===== config.mk =====
export PLATFORM = sky130hd
export DESIGN_NAME = digit_serial_adder_flat
export DESIGN_NICKNAME = d
export VERILOG_FILES = /design/src/rtl/digit_serial_adder_if.sv /design/src/rtl/digit_serial_adder.sv /design/src/flat_wrapper.sv
export SDC_FILE = /design/constraint.sdc
export NUM_CORES = 1
export LEC_CHECK = 0
export BUFFER_PORTS_ARGS = -buffer_cell sky130_fd_sc_hd__buf_4
export CORE_MARGIN = 2
export CORE_UTILIZATION = 51
export DETAILED_ROUTE_END_ITERATION = 12
export PLACE_DENSITY = 0.9
export SLEW_MARGIN = 20
export SYNTH_ARGS = -nofsm -noshare
export SYNTH_HDL_FRONTEND = slang
export SYNTH_SLANG_ARGS = --single-unit

===== constraint.sdc =====
create_clock -name clk -period 1.59 [get_ports clk]
set_input_delay 0.0795 -clock clk [delete_from_list [all_inputs] [get_ports clk]]
set_output_delay 0.0795 -clock clk [all_outputs]
set_load 0.02 [all_outputs]

===== src/rtl/digit_serial_adder_if.sv =====
// Operand, result and external-Adder signals of the digit-serial adder.
// Latency: n/a (wiring only).
// Backpressure: in_valid/in_ready on operands, out_valid/out_ready on the result.
interface digit_serial_adder_if #(
   parameter int WIDTH = 8,
   parameter int DIGIT = 2
);
   logic             in_valid;
   logic             in_ready;
   logic [WIDTH-1:0] in_lhs;
   logic [WIDTH-1:0] in_rhs;
   logic             in_cin;
   logic             out_valid;
   logic             out_ready;
   logic [WIDTH-1:0] out_sum;
   logic             out_cout;
   logic             adder_cin;
   logic [DIGIT-1:0] adder_lhs;
   logic [DIGIT-1:0] adder_rhs;
   logic [DIGIT-1:0] adder_out;
   logic             adder_cout;

   modport slave (
      input  in_valid, in_lhs, in_rhs, in_cin, out_ready, adder_out, adder_cout,
      output in_ready, out_valid, out_sum, out_cout, adder_cin, adder_lhs, adder_rhs
   );

   modport master (
      output in_valid, in_lhs, in_rhs, in_cin, out_ready, adder_out, adder_cout,
      input  in_ready, out_valid, out_sum, out_cout, adder_cin, adder_lhs, adder_rhs
   );
endinterface


===== src/rtl/digit_serial_adder.sv =====
// Sequences one WIDTH-bit add through an external DIGIT-bit Adder, LS digit first.
// Latency: out_valid from NDIG edges after the input handshake; one op in flight.
// Backpressure: result held in DONE until out_ready; in_ready low while busy.
module digit_serial_adder #(
   parameter int WIDTH = 8,
   parameter int DIGIT = 2
) (
   input  logic                clk,
   input  logic                reset,
   digit_serial_adder_if.slave bus
);
   localparam int NDIG = WIDTH / DIGIT;
   localparam int CW   = (NDIG > 1) ? $clog2(NDIG) : 1;
   localparam logic [CW-1:0] LAST = CW'(NDIG - 1);

   typedef enum logic [1:0] {IDLE, RUN, DONE} state_t;

   state_t           state;
   logic [WIDTH-1:0] lhs_sh;
   logic [WIDTH-1:0] rhs_sh;
   logic [WIDTH-1:0] sum_sh;
   logic [WIDTH-1:0] sum_nxt;
   logic             carry;
   logic [CW-1:0]    cnt;
   logic             in_ready_q;
   logic             out_valid_q;
   logic             run;

   // Result digits enter at the top and drift down, so the LS digit lands at bit 0.
   generate
      if (NDIG == 1) begin : g_one
         assign sum_nxt = bus.adder_out;
      end else begin : g_many
         assign sum_nxt = {bus.adder_out, sum_sh[WIDTH-1:DIGIT]};
      end
   endgenerate

   always_ff @(posedge clk or posedge reset) begin
      if (reset) begin
         state       <= IDLE;
         lhs_sh      <= '0;
         rhs_sh      <= '0;
         sum_sh      <= '0;
         carry       <= 1'b0;
         cnt         <= '0;
         in_ready_q  <= 1'b1;
         out_valid_q <= 1'b0;
      end else begin
         case (state)
            IDLE: begin
               if (bus.in_valid) begin
                  lhs_sh     <= bus.in_lhs;
                  rhs_sh     <= bus.in_rhs;
                  carry      <= bus.in_cin;
                  cnt        <= '0;
                  sum_sh     <= '0;
                  in_ready_q <= 1'b0;
                  state      <= RUN;
               end
            end
            RUN: begin
               lhs_sh <= lhs_sh >> DIGIT;
               rhs_sh <= rhs_sh >> DIGIT;
               sum_sh <= sum_nxt;
               carry  <= bus.adder_cout;
               cnt    <= cnt + 1'b1;
               if (cnt == LAST) begin
                  out_valid_q <= 1'b1;
                  state       <= DONE;
               end
            end
            DONE: begin
               if (bus.out_ready) begin
                  out_valid_q <= 1'b0;
                  in_ready_q  <= 1'b1;
                  state       <= IDLE;
               end
            end
            default: state <= IDLE;
         endcase
      end
   end

   // sum_sh and carry keep their final values in DONE; the mask zeroes them elsewhere.
   assign run           = (state == RUN);
   assign bus.in_ready  = in_ready_q;
   assign bus.out_valid = out_valid_q;
   assign bus.out_sum   = sum_sh & {WIDTH{out_valid_q}};
   assign bus.out_cout  = carry & out_valid_q;
   assign bus.adder_lhs = run ? lhs_sh[DIGIT-1:0] : '0;
   assign bus.adder_rhs = run ? rhs_sh[DIGIT-1:0] : '0;
   assign bus.adder_cin = run & carry;
endmodule


===== src/flat_wrapper.sv =====
// flat-port wrapper written by rule: the top's interface ports become plain ports
module digit_serial_adder_flat 
#(
   parameter int WIDTH = 8,
   parameter int DIGIT = 2
)
  (clk, reset, bus_in_valid, bus_in_lhs, bus_in_rhs, bus_in_cin, bus_out_ready, bus_adder_out, bus_adder_cout, bus_in_ready, bus_out_valid, bus_out_sum, bus_out_cout, bus_adder_cin, bus_adder_lhs, bus_adder_rhs);
  digit_serial_adder_if #(.WIDTH(WIDTH), .DIGIT(DIGIT)) bus_i ();
  input  logic clk;
  input  logic reset;
  input wire logic [$bits(bus_i.in_valid)-1:0] bus_in_valid;
  input wire logic [$bits(bus_i.in_lhs)-1:0] bus_in_lhs;
  input wire logic [$bits(bus_i.in_rhs)-1:0] bus_in_rhs;
  input wire logic [$bits(bus_i.in_cin)-1:0] bus_in_cin;
  input wire logic [$bits(bus_i.out_ready)-1:0] bus_out_ready;
  input wire logic [$bits(bus_i.adder_out)-1:0] bus_adder_out;
  input wire logic [$bits(bus_i.adder_cout)-1:0] bus_adder_cout;
  output wire logic [$bits(bus_i.in_ready)-1:0] bus_in_ready;
  output wire logic [$bits(bus_i.out_valid)-1:0] bus_out_valid;
  output wire logic [$bits(bus_i.out_sum)-1:0] bus_out_sum;
  output wire logic [$bits(bus_i.out_cout)-1:0] bus_out_cout;
  output wire logic [$bits(bus_i.adder_cin)-1:0] bus_adder_cin;
  output wire logic [$bits(bus_i.adder_lhs)-1:0] bus_adder_lhs;
  output wire logic [$bits(bus_i.adder_rhs)-1:0] bus_adder_rhs;
  assign bus_i.in_valid = bus_in_valid;
  assign bus_i.in_lhs = bus_in_lhs;
  assign bus_i.in_rhs = bus_in_rhs;
  assign bus_i.in_cin = bus_in_cin;
  assign bus_i.out_ready = bus_out_ready;
  assign bus_i.adder_out = bus_adder_out;
  assign bus_i.adder_cout = bus_adder_cout;
  assign bus_in_ready = bus_i.in_ready;
  assign bus_out_valid = bus_i.out_valid;
  assign bus_out_sum = bus_i.out_sum;
  assign bus_out_cout = bus_i.out_cout;
  assign bus_adder_cin = bus_i.adder_cin;
  assign bus_adder_lhs = bus_i.adder_lhs;
  assign bus_adder_rhs = bus_i.adder_rhs;
  digit_serial_adder #(.WIDTH(WIDTH), .DIGIT(DIGIT)) u_core (.clk(clk), .reset(reset), .bus(bus_i));
endmodule

* Word-level counts from Yosys, hierarchy flattened *
Index checks and enable logic that the tools add are counted.
Widths: inputs -> output; s select.

word-level totals
  output and inout bits = 16
  bits in latches = 0
  memories kept = 0
  bits in writable memories = 0
  word-level logic and storage cells = 48
  register bits after elaboration = 31
  ROM bits = 0
  input port bits = 24

operators by class
  div/mod/pow operators = 0
  mux-type cells = 22
  add/sub/neg operators = 1
  bitwise gates (word level) = 3
  reductions and logical operators = 8
  magnitude comparators = 0
  multiply operators = 0
  equality and inequality tests = 6
  shift operators = 0

operators with widths
  operator             count
  $pmux 8 s2           3
  $mux 8               3
  $mux 2               6
  $reduce_and 3->1     3
  $and 8x8->8          1
  $ne 2x2->1 const B   3
  $pmux 1 s2           3
  $pmux 2 s3           1
  $reduce_bool 2->1    3
  $mux 1               5
  $eq 2x2->1 const B   2
  $pmux 2 s2           1
  $add 2x1->2 const B  1
  $and 1x1->1          2
  $eq 2x1->1 const B   1
  $logic_not 2->1      1
  $reduce_and 2->1     1

* Logic depth before layout (Yosys ltp) *
Gate-level depths: netlist of run 1.

  depth in word-level cells = 3
  gate-level depth with buffers = 5

* Least setup slack after synthesis of run 1 *
No wires, ideal clock.

  path type = flip-flop to flip-flop
  start point = register u_core.state[1]
  end point = register u_core.sum_sh[0]
  stages on the path, launching flop included = 5
  buffers on the path = 2
  setup time = 0.121 ns
  data required time = 1.469 ns
  arrival = 1.032 ns
  path slack = 0.437 ns
  cell sequence = dfrtp_1 -> buf_6 -> o21bai_2 -> buf_2 -> a22o_1

on the way
  longest elaborated chain between the ends = 3

RTL lines
  what                                                              RTL line                  source
  start: declaration                                                digit_serial_adder.sv:18  state_t state;
  start signal: assignment                                          digit_serial_adder.sv:40  state <= IDLE;
  start signal: assignment                                          digit_serial_adder.sv:58  state <= RUN;
  start signal: assignment                                          digit_serial_adder.sv:69  state <= DONE;
  $eq 2x1->1 or $logic_not 2->1 (tied branches)                     digit_serial_adder.sv:49  case (state)
  $reduce_bool 2->1 (no source line) or $ne 2x2->1 (tied branches)  -
  $reduce_and 2->1 (no source line)                                 -
  end signal: assignment                                            digit_serial_adder.sv:64  sum_sh <= sum_nxt;
  end: declaration                                                  digit_serial_adder.sv:21  logic [WIDTH-1:0] sum_sh;

Several ways; a longest one is shown, not always the timed one.
A chain may end at the register's enable or synchronous reset.

* Worst setup path after layout of run 1 *
  start point = register u_core.state[0]
  end point = output bus_adder_rhs[0]

on the way
  longest elaborated chain between the ends = 2

RTL lines
  what              RTL line                  source
  $eq 2x1->1        digit_serial_adder.sv:85  assign run = (state == RUN);
  $mux 2            digit_serial_adder.sv:91  assign bus.adder_rhs = run ? rhs_sh[DIGIT-1:0] : '0;
  end: declaration  flat_wrapper.sv:24        output wire logic [$bits(bus_i.adder_rhs)-1:0] bus_adder_rhs;

No other way between the ends.

==> run metrics, run 1 <==
number of antenna violations at the first check in global routing 0; DR top layer met4; power per cell area 1870 nW/µm²; minimum clock period 1.483 ns; status finished, final reports clean; CTS Buf Count 5; worst clock skew 0.008549 ns; crit-path max FO 15; worst vdd ir 0.001367 V; Hold Crit Class in2reg; final setup fails 0; distinct cell type count after synthesis 29; Yosys top cell by area dfrtp_1; Detail Route Antenna Nets 0; period utilisation layout 93.26%; Syn Nets 164; ys async rst share 100.0%; setup_tns 0 ns; largest cells by area after synthesis dfrtp_1 (51%), a22o_1 (6.6%), o22ai_1 (4.3%); Die X 57.60 µm; WP data required 1.51 ns; Clock Latency Late Sink 0.34 ns; vias per cell 5.964; largest net degree at the start of global routing 32; Final GP Congestion 0.7609; type of destination of the critical path output pin; clk root buf clkbuf_4; Multi-input gate area 606.8 µm²; via count 1336; Reg clk slew, reported paths 0.10 ns; Synth top area share 51.24%; ys flop type dfrtp_1; CP arrival 1.40 ns; CTS max path bufs 2; core area 2734 µm²; Synth top cells by count dfrtp_1 (30), a21oi_1 (12), a22o_1 (11); TritonCTS clock tree done; diodes inserted 0; dpl ws 0.1969 ns; post-synthesis register bit count 31; Sequential cell area 779.5 µm²; Max-Cap Viols 0; DR pass1 iterations 4; DIE HEIGHT 57.60 µm; # rows 19; H-Tree Depth 2; layout cells sized above 1 34.72%; Sink Count 31; Total GRT Usage 24.13%; area of the die 3318 µm²; Final Hold Viols 0; Residual DRC 0; Syn Area/Cell 10.54 µm²; RSZ-0062 raised after global routing no; first-pass GRT wire length 5947 µm; detailed-placement wirelength estimate 2436 µm; Slew Limit Fails 0; Max Clock Freq 674.4 MHz; EDFF count, synth 0; Worst Slack Setup Final 0.1071 ns; met1 WL 1537 µm; Port Buf Inserts 39; Leak 0.9288 nW; register area share after synthesis 53.03%; Syn. warnings 0; critical path type reg2out; routed wire length 3650 µm; Initial Utilization 53.59%; Critical Path Source Type register; WL met2 1791 µm; DR iter-0 viols 59; Mapped Cells 139; Nets 217; count leader, synth dfrtp_1; # fillers 193; P&R area growth vs syn 33.22%; post-synthesis cell area 1465 µm²; worst-margin pin slew 0.3986 ns; grt total ovfl 0; DR WL met3 227 µm; Routed wire per std cell 16.29 µm; vias in the first global route 1283; I/O Pins 40; Worst slew margin 73.43%
state kept, by name, indices dropped and copies added (netlist names):
| name | count |
|---|---|
| u_core.state | 2 |
| u_core.lhs_sh | 8 |
| u_core.bus.out_valid | 1 |
| u_core.sum_sh | 8 |
| u_core.carry | 1 |
| u_core.bus.in_ready | 1 |
| u_core.cnt | 2 |
| u_core.rhs_sh | 8 |
final cells by class:
cell class	instances	share of cell area [%]
clock buffer	7	2.821
multi-input combinational	92	31.09
inverter	6	1.346
clock inverter	1	0.2564
timing repair buffer	56	22.56
tap	31	1.987
sequential	31	39.94
per-layer routing:
metal / up-vias / GRT usage, %
met2: 55 / 38.64
li1: 610 / -
met4: 0 / 11.96
met1: 662 / 31.40
met5: - / 0
met3: 9 / 4.535
metrics by stage:
stage          power [mW]  cells  utilization, %  cell area [µm²]  hold WS (ns)
2_1_floorplan       2.554    139               -             1465        0.1658
3_3_place_gp        2.967    204           64.94             1775        0.1785
3_5_place_dp        3.069    204           64.94             1775        0.1872
4_1_cts             3.568    220           70.16             1918       0.03123
5_1_grt             3.887    224           71.40             1952       0.03480
6_report            3.651    224           71.40             1952       0.03503
layout by cell type (no fill, tap or decap), drive strengths merged:
cell | synthesis | final
inv | 6 | 5
nand2b | 4 | 4
buf | 8 | 48
and2 | 9 | 9
o21ai | 5 | 5
o31ai | 1 | 1
o221a | 3 | 3
nor2 | 8 | 8
nor2b | 4 | 4
clkinvlp | 0 | 1
a22o | 11 | 11
o22a | 3 | 3
clkinv | 0 | 1
a221oi | 2 | 2
nor3b | 3 | 3
dfrtp | 30 | 30
dfstp | 1 | 1
nand2 | 5 | 5
dlygate4sd3 | 0 | 8
and3 | 5 | 5
nand3b | 3 | 3
a21oi | 12 | 12
nor3 | 2 | 2
o21bai | 1 | 1
ha | 1 | 1
o22ai | 10 | 10
clkbuf | 2 | 7
cells by family after synthesis:
family                     Yosys count  synth area share (%)
DFF                                 31                 53.03
buffers and inverters               16                 5.550
AOI/OAI and AO/OA                   48                 23.23
adders and majority gates            1                0.8538
and+or+nand+nor                     43                 17.33
timing repair:
| action | in CTS | in global routing |
|---|---|---|
| gates resized for setup | 2 | 1 |
| pin swaps | 0 | 0 |
| endpoints found under the setup margin | 5 | 4 |
| endpoints found under the hold margin | 37 | 0 |
| buffers inserted | 0 | 4 |
| hold buffers | 8 | 0 |
power breakdown:
| group | switching, mW | leakage (nW) | internal, mW | total, mW |
|---|---|---|---|---|
| sequential | 0.303 | 0.378 | 1.15 | 1.45 |
| combinational | 0.896 | 0.515 | 0.818 | 1.71 |
| clock | 0.273 | 0.0353 | 0.214 | 0.487 |
| total | 1.47 | 0.929 | 2.18 | 3.65 |
path summary, 6_finish.rpt:
path / start / end / slack (ns) / cells past startpoint
setup reg to reg: u_core.state[1] / u_core.rhs_sh[4] / 0.14 / 4
hold / removal: bus_adder_cout / u_core.carry / 0.04 / 2
hold reg to reg: u_core.lhs_sh[6] / u_core.lhs_sh[6] / 0.52 / 1
max in group asynchronous: reset / u_core.bus.in_ready / 0.88 / 4
min in group asynchronous: reset / u_core.lhs_sh[2] / 0.38 / 4
setup / recovery: u_core.state[0] / bus_adder_rhs[0] / 0.11 / 3
critical path, stage by stage, from the launching register on:
cell and delay (ns):
dfrtp_2 0.53, buf_4 0.23, and3_1 0.17, buf_4 0.14
(Power assumes the default switching activity.)
==> run 2, diff against run 1 <==
--- a/config.mk
+++ b/config.mk
@@ -7,9 +7,9 @@
 export LEC_CHECK = 0
 export BUFFER_PORTS_ARGS = -buffer_cell sky130_fd_sc_hd__buf_4
 export CORE_MARGIN = 2
-export CORE_UTILIZATION = 51
+export CORE_UTILIZATION = 45
 export DETAILED_ROUTE_END_ITERATION = 12
-export PLACE_DENSITY = 0.9
+export PLACE_DENSITY = 0.82
 export SLEW_MARGIN = 20
 export SYNTH_ARGS = -nofsm -noshare
 export SYNTH_HDL_FRONTEND = slang
==> run 2 against run 1 <==
Net effect: worst hold slack got worse by 0.0036 ns; clock power down 12%; clock skew increased by 0.0037 ns; first-iteration DRC count fell by 1.7%; global-route usage down 4.1 points; total power decreased by 2.9%; routed wire length decreased by 4.8%; via count shrank 4.3%; count of clock-buffer cells in the layout unchanged; largest cell class unchanged; highest routed layer unchanged.
==> run metrics, run 2 (same netlist as run 1, synthesis figures left out) <==
status finished, final reports clean (unchanged); met1 WL 1532 µm (was 1537 µm); slowest stage delay, CP 0.49 ns (was 0.53 ns); diodes inserted 0 (unchanged); most frequent cells in the layout buf_4 (46), dfrtp_1 (28), a21oi_1 (12) (was buf_4 (48), dfrtp_1 (28), a21oi_1 (12)); period utilisation layout 90.49% (was 93.26%); largest net degree at the start of global routing 32 (unchanged); Sink Count 31 (unchanged); final setup fails 0 (unchanged); Hold Crit Class in2reg (unchanged); H-Tree Depth 2 (unchanged); setup_tns 0 ns (unchanged); Routed wire per std cell 14.78 µm (was 16.29 µm); detailed-placement wirelength estimate 2326 µm (was 2436 µm); Largest regs u_core.lhs_sh x8, u_core.rhs_sh x8, u_core.sum_sh x8 (unchanged); critical path type reg2out (unchanged); WP depth 3 (unchanged); Slew Limit Fails 0 (unchanged); Total GRT Usage 19.98% (was 24.13%); P&R area growth vs syn 32.28% (was 33.22%); minimum clock period 1.439 ns (was 1.483 ns); CP most frequent cell buf_4 (unchanged); core area 3078 µm² (was 2734 µm²); via count 1279 (was 1336); Residual DRC 0 (unchanged); Max Clock Freq 695.0 MHz (was 674.4 MHz); CTS Buf Count 5 (unchanged); vias per cell 5.443 (was 5.964); CTS max path bufs 2 (unchanged); dpl ws 0.2445 ns (was 0.1969 ns); commonest non-fill, non-tap cell in the layout buf_4 (unchanged); area of the die 3728 µm² (was 3318 µm²); RSZ-0062 raised after global routing no (unchanged); first-pass GRT wire length 5388 µm (was 5947 µm); DR iter-0 viols 58 (was 59); crit-path max FO 15 (unchanged); CP arrival 1.36 ns (was 1.40 ns); worst vdd ir 0.0009256 V (was 0.001367 V); Final Hold Viols 0 (unchanged); power per cell area 1830 nW/µm² (was 1870 nW/µm²); total chip power 3.546 mW (was 3.651 mW); minimum hold slack 0.03147 ns (was 0.03503 ns); Worst slew margin 73.68% (was 73.43%); WP data required 1.51 ns (about the same); layout cells sized above 1 34.03% (was 34.72%); DR WL met3 190 µm (was 227 µm); worst reg2reg endpoint u_core.rhs_sh[4] (unchanged); Max-Cap Viols 0 (unchanged); Area after DPL 1784 µm² (was 1775 µm²); reg2reg path depth 4 (unchanged); CP cell instances buf_4, and3_1, buf_4 (unchanged); vias in the first global route 1198 (was 1283); Nets 215 (was 217); Crit-path slowest cell dfrtp_2 (unchanged); reg-to-reg slack, setup 0.18 ns (was 0.14 ns); type of destination of the critical path output pin (unchanged); Die X 61.06 µm (was 57.60 µm); routed wire length 3474 µm (was 3650 µm); grt total ovfl 0 (unchanged); Leak 0.9102 nW (was 0.9288 nW); I/O Pins 40 (unchanged); Critical path origin u_core.state[0] (unchanged); # rows 20 (was 19); number of antenna violations at the first check in global routing 0 (unchanged); crit path to bus_adder_rhs[0] (unchanged); Bufs and invs on worst path 2 (unchanged); Port Buf Inserts 39 (unchanged); crit-path leading delay family flip-flops (unchanged); worst clock skew 0.01229 ns (was 0.008549 ns); Worst Slack Setup Final 0.1511 ns (was 0.1071 ns); DR top layer met4 (unchanged); Reg clk slew, reported paths 0.10 ns (about the same); Critical Path Source Type register (unchanged); DIE HEIGHT 61.06 µm (was 57.60 µm); DR pass1 iterations 4 (unchanged); WL met2 1685 µm (was 1791 µm); design area 1938 µm² (was 1952 µm²); Initial Utilization 47.60% (was 53.59%); clk root buf clkbuf_4 (unchanged); Detail Route Antenna Nets 0 (unchanged); r2r startpoint u_core.state[1] (unchanged); worst-margin pin slew 0.3949 ns (was 0.3986 ns); TritonCTS clock tree done (unchanged); Clock Latency Late Sink 0.33 ns (was 0.34 ns); Final GP Congestion 0.7669 (was 0.7609)
==> run 2: worst min-delay path by stage <==
stage,from,to,slack (ns),cells past startpoint
after floorplan,bus_out_ready,u_core.state[1],0.17,1
after global placement,reset,u_core.carry,0.18,3
after detailed placement,reset,u_core.carry,0.19,3
after CTS,bus_in_rhs[7],u_core.rhs_sh[7],0.001,3
after global routing,bus_adder_cout,u_core.carry,0.01,2
final,bus_adder_cout,u_core.carry,0.03,2
==> run 2: per-layer routing <==
layer / vias up / GRT usage [%]
met4: 0 / 6.832
li1: 607 / -
met2: 47 / 30.40
met3: 9 / 6.723
met5: - / 0
met1: 616 / 26.86
==> run 2: area by class of cell <==
class | count | area [µm²]
Fill cell | 269 | 1140
Sequential cell | 31 | 779.5
Multi-Input combinational cell | 92 | 606.8
Timing Repair Buffer | 53 | 415.4
Tap cell | 44 | 55.05
Clock buffer | 7 | 45.04
Inverter | 6 | 26.28
Clock inverter | 1 | 5.005
Timing Repair inverter | 1 | 5.005
==> run 2: metrics by stage <==
step / cells / utilization [%]
detailed placement: 216 / 57.97
global placement: 216 / 57.97
global route: 235 / 62.97
finish: 235 / 62.97
CTS: 230 / 61.59
floorplan: 139 / -
==> run 2: what timing repair did <==
action / in CTS / in global routing
resized for setup: 1 / 2
hold buffers: 6 / 1
hold endpoints to repair: 35 / 1
gates cloned: 0 / 1
endpoints found under the setup margin: 2 / 4
setup buffers: 0 / 3
==> run 2: worst register-to-register path: stages, from the launching register on <==
cell and delay [ns]:
dfrtp_2 0.47, buf_4 0.16, o21bai_2 0.17, buf_4 0.19, a221oi_1 0.32
==> run 2: power by group <==
| group | total, mW | internal, mW | switching, mW |
|---|---|---|---|
| clock | 0.428 | 0.172 | 0.256 |
| combinational | 1.70 | 0.799 | 0.897 |
| sequential | 1.42 | 1.15 | 0.274 |
==> run 3, diff against run 2 <==
--- a/config.mk
+++ b/config.mk
@@ -5,11 +5,13 @@
 export SDC_FILE = /design/constraint.sdc
 export NUM_CORES = 1
 export LEC_CHECK = 0
+export ABC_AREA = 1
 export BUFFER_PORTS_ARGS = -buffer_cell sky130_fd_sc_hd__buf_4
 export CORE_MARGIN = 2
 export CORE_UTILIZATION = 45
 export DETAILED_ROUTE_END_ITERATION = 12
-export PLACE_DENSITY = 0.82
+export PLACE_DENSITY = 0.81
+export SKIP_LAST_GASP = 1
 export SLEW_MARGIN = 20
 export SYNTH_ARGS = -nofsm -noshare
 export SYNTH_HDL_FRONTEND = slang
==> run 3 against run 2 <==
Net effect: global-route usage decreased by 1.6 points; non-clock buffer count increased by 3; synthesized cell count increased by 55%; clock power increased by 52%; die area increased by 7.9%; final cell count increased by 33%; combinational power increased by 24%; largest power group unchanged; clock skew decreased by 0.0073 ns.
==> run metrics, run 3 <==
Syn. warnings 0 (unchanged); register area share after synthesis 48.90% (was 53.03%); clk root buf clkbuf_4 (unchanged); reg-to-reg slack, setup 0.15 ns (was 0.18 ns); CP arrival 1.37 ns (was 1.36 ns); distinct cell type count after synthesis 19 (was 29); CP cell instances inv_4, nand2_2, buf_6, nor2_1, buf_4 (was buf_4, and3_1, buf_4); TritonCTS clock tree done (unchanged); Multi-input gate area 556.8 µm² (was 606.8 µm²); DIE HEIGHT 63.43 µm (was 61.06 µm); Final GP Congestion 0.8044 (was 0.7669); most frequent cells in the layout nand2_1 (52), inv_1 (49), buf_4 (47) (was buf_4 (46), dfrtp_1 (28), a21oi_1 (12)); Syn Area/Cell 7.391 µm² (was 10.54 µm²); Synth top area share 47.24% (was 51.24%); routed wire length 3382 µm (was 3474 µm); Final Hold Viols 0 (unchanged); area of the die 4023 µm² (was 3728 µm²); final setup fails 0 (unchanged); Initial Utilization 47.25% (was 47.60%); # fillers 325 (was 269); Critical path origin u_core.state[1] (was u_core.state[0]); largest net degree at the start of global routing 32 (unchanged); dpl ws 0.1917 ns (was 0.2445 ns); H-Tree Depth 2 (unchanged); status finished, final reports clean (unchanged); Residual DRC 0 (unchanged); worst vdd ir 0.0009190 V (was 0.0009256 V); P&R area growth vs syn 32.99% (was 32.28%); # rows 21 (was 20); Clk pwr share 15.5% (was 12.1%); post-synthesis register bit count 31 (unchanged); Yosys top cell by area dfrtp_1 (unchanged); I/O Pins 40 (unchanged); hold_sp bus_in_rhs[5] (was bus_adder_cout); Nets 291 (was 215); number of antenna violations at the first check in global routing 0 (unchanged); r2r startpoint u_core.state[1] (unchanged); type of destination of the critical path output pin (unchanged); reg2reg path depth 7 (was 4); Syn Nets 240 (was 164); Hold Path Depth 5 (was 2); setup_tns 0 ns (unchanged); Largest regs u_core.lhs_sh x8, u_core.rhs_sh x8, u_core.sum_sh x8 (unchanged); DR iter-0 viols 67 (was 58); grt total ovfl 0 (unchanged); vias per cell 4.578 (was 5.443); crit-path leading delay family flip-flops (unchanged); Die X 63.43 µm (was 61.06 µm); largest cells by area after synthesis dfrtp_1 (47%), nand3_1 (14%), nand2_1 (12%) (was dfrtp_1 (51%), a22o_1 (6.6%), o22ai_1 (4.3%)); Pint 2.393 mW (was 2.119 mW); RSZ-0062 raised after global routing no (unchanged); commonest non-fill, non-tap cell in the layout nand2_1 (was buf_4); Detail Route Antenna Nets 0 (unchanged); WP depth 5 (was 3); total chip power 4.181 mW (was 3.546 mW); Sequential cell area 778.2 µm² (was 779.5 µm²); post-synthesis cell area 1589 µm² (was 1465 µm²); Worst Slack Setup Final 0.1428 ns (was 0.1511 ns); Critical Path Source Type register (unchanged); crit-path max FO 29 (was 15); Worst slew margin 73.29% (was 73.68%); CTS Buf Count 5 (unchanged); period utilisation layout 91.02% (was 90.49%); power per cell area 1978 nW/µm² (was 1830 nW/µm²); Util after Layout 62.83% (was 62.97%); WP data required 1.51 ns (about the same); first-pass GRT wire length 5796 µm (was 5388 µm); vias in the first global route 1345 (was 1198); Routed wire per std cell 10.81 µm (was 14.78 µm); Total GRT Usage 18.35% (was 19.98%); Sink Count 31 (unchanged); CTS max path bufs 2 (unchanged); Hold Crit Class in2reg (unchanged); core area 3363 µm² (was 3078 µm²); minimum clock period 1.447 ns (was 1.439 ns); Bufs and invs on worst path 3 (was 2); DR pass1 iterations 4 (unchanged); ys async rst share 100.0% (unchanged); switching share of power 42.75% (was 40.25%); Max-Cap Viols 0 (unchanged); Crit-path slowest cell dfrtp_1 (was dfrtp_2); via count 1433 (was 1279); Mapped Cells 215 (was 139); diodes inserted 0 (unchanged); slowest stage delay, CP 0.45 ns (was 0.49 ns); Port Buf Inserts 39 (unchanged); Sequential Power Share 34.1% (was 40.1%); Switching Power 1.787 mW (was 1.427 mW); minimum hold slack 0.04545 ns (was 0.03147 ns); worst-margin pin slew 0.4006 ns (was 0.3949 ns); critical path type reg2out (unchanged); Max Clock Freq 691.0 MHz (was 695.0 MHz); Synth top cells by count nand2_1 (52), inv_1 (49), nand3_1 (45) (was dfrtp_1 (30), a21oi_1 (12), a22o_1 (11)); count leader, synth nand2_1 (was dfrtp_1); worst clock skew 0.004964 ns (was 0.01229 ns); Clock Latency Late Sink 0.33 ns (about the same); EDFF count, synth 0 (unchanged); ys flop type dfrtp_1 (unchanged); Slew Limit Fails 0 (unchanged); Reg clk slew, reported paths 0.10 ns (about the same); Leak 1.240 nW (was 0.9102 nW); Logic pwr share 50.4% (was 47.8%); detailed-placement wirelength estimate 2294 µm (was 2326 µm); layout cells sized above 1 23.22% (was 34.03%)
[run 3: path summary, 6_finish.rpt]
check	endpoint
max in group asynchronous	u_core.bus.in_ready
hold / removal	u_core.rhs_sh[5]
setup reg to reg	u_core.rhs_sh[4]
hold reg to reg	u_core.bus.in_ready
min in group asynchronous	u_core.lhs_sh[3]
setup / recovery	bus_adder_rhs[1]
[run 3: final cells by class]
| class | instances | area share [%] |
|---|---|---|
| clock buffers | 6 | 2.427 |
| flip-flops and latches | 31 | 36.83 |
| well taps | 46 | 2.724 |
| repair buffers | 56 | 21.02 |
| multi-input cells | 122 | 26.35 |
| clock inverters | 2 | 1.658 |
| inverters | 50 | 8.999 |
[run 3: logic make-up after synthesis]
group | count (synthesis) | share of synthesized area, %
fa+ha+maj | 1 | 0.7873
simple gates | 106 | 29.37
flops | 31 | 48.90
compound gates | 15 | 4.882
buf+inv | 62 | 16.06
[run 3: worst min-delay path, cell delays in order]
cell and delay (ns):
buf_4 0.07, inv_1 0.03, nand2_1 0.05, nand3_1 0.07
nand2_1 0.05
[run 3: stage by stage]
step / instances / instance area, µm²
2_1_floorplan: 215 / 1589
3_3_place_gp: 296 / 1932
3_5_place_dp: 296 / 1932
4_1_cts: 313 / 2108
5_1_grt: 313 / 2113
6_report: 313 / 2113
[run 3: timing repair]
item	4_1_cts	5_1_grt
hold buffers	8	0
gates resized for setup	1	2
setup endpoints to repair	5	4
buffers inserted	1	0
hold endpoints to repair	37	0
[run 3: power groups by stage]
stage	Combinational (mW)	Sequential [mW]	Clock (mW)
floorplan	1.52	1.35	0
global placement	2.02	1.41	0
detailed placement	2.07	1.43	0
CTS	2.11	1.42	0.659
global route	2.38	1.47	0.695
finish	2.11	1.42	0.650
[run 3: per-layer routing]
metal | vias up | global-route usage (%) | share of wire, %
met5 | - | 0 | 0
met2 | 42 | 31.18 | 48
met1 | 641 | 22.42 | 46
li1 | 746 | - | -
met3 | 4 | 4.286 | 4.8
met4 | 0 | 7.337 | 1.2
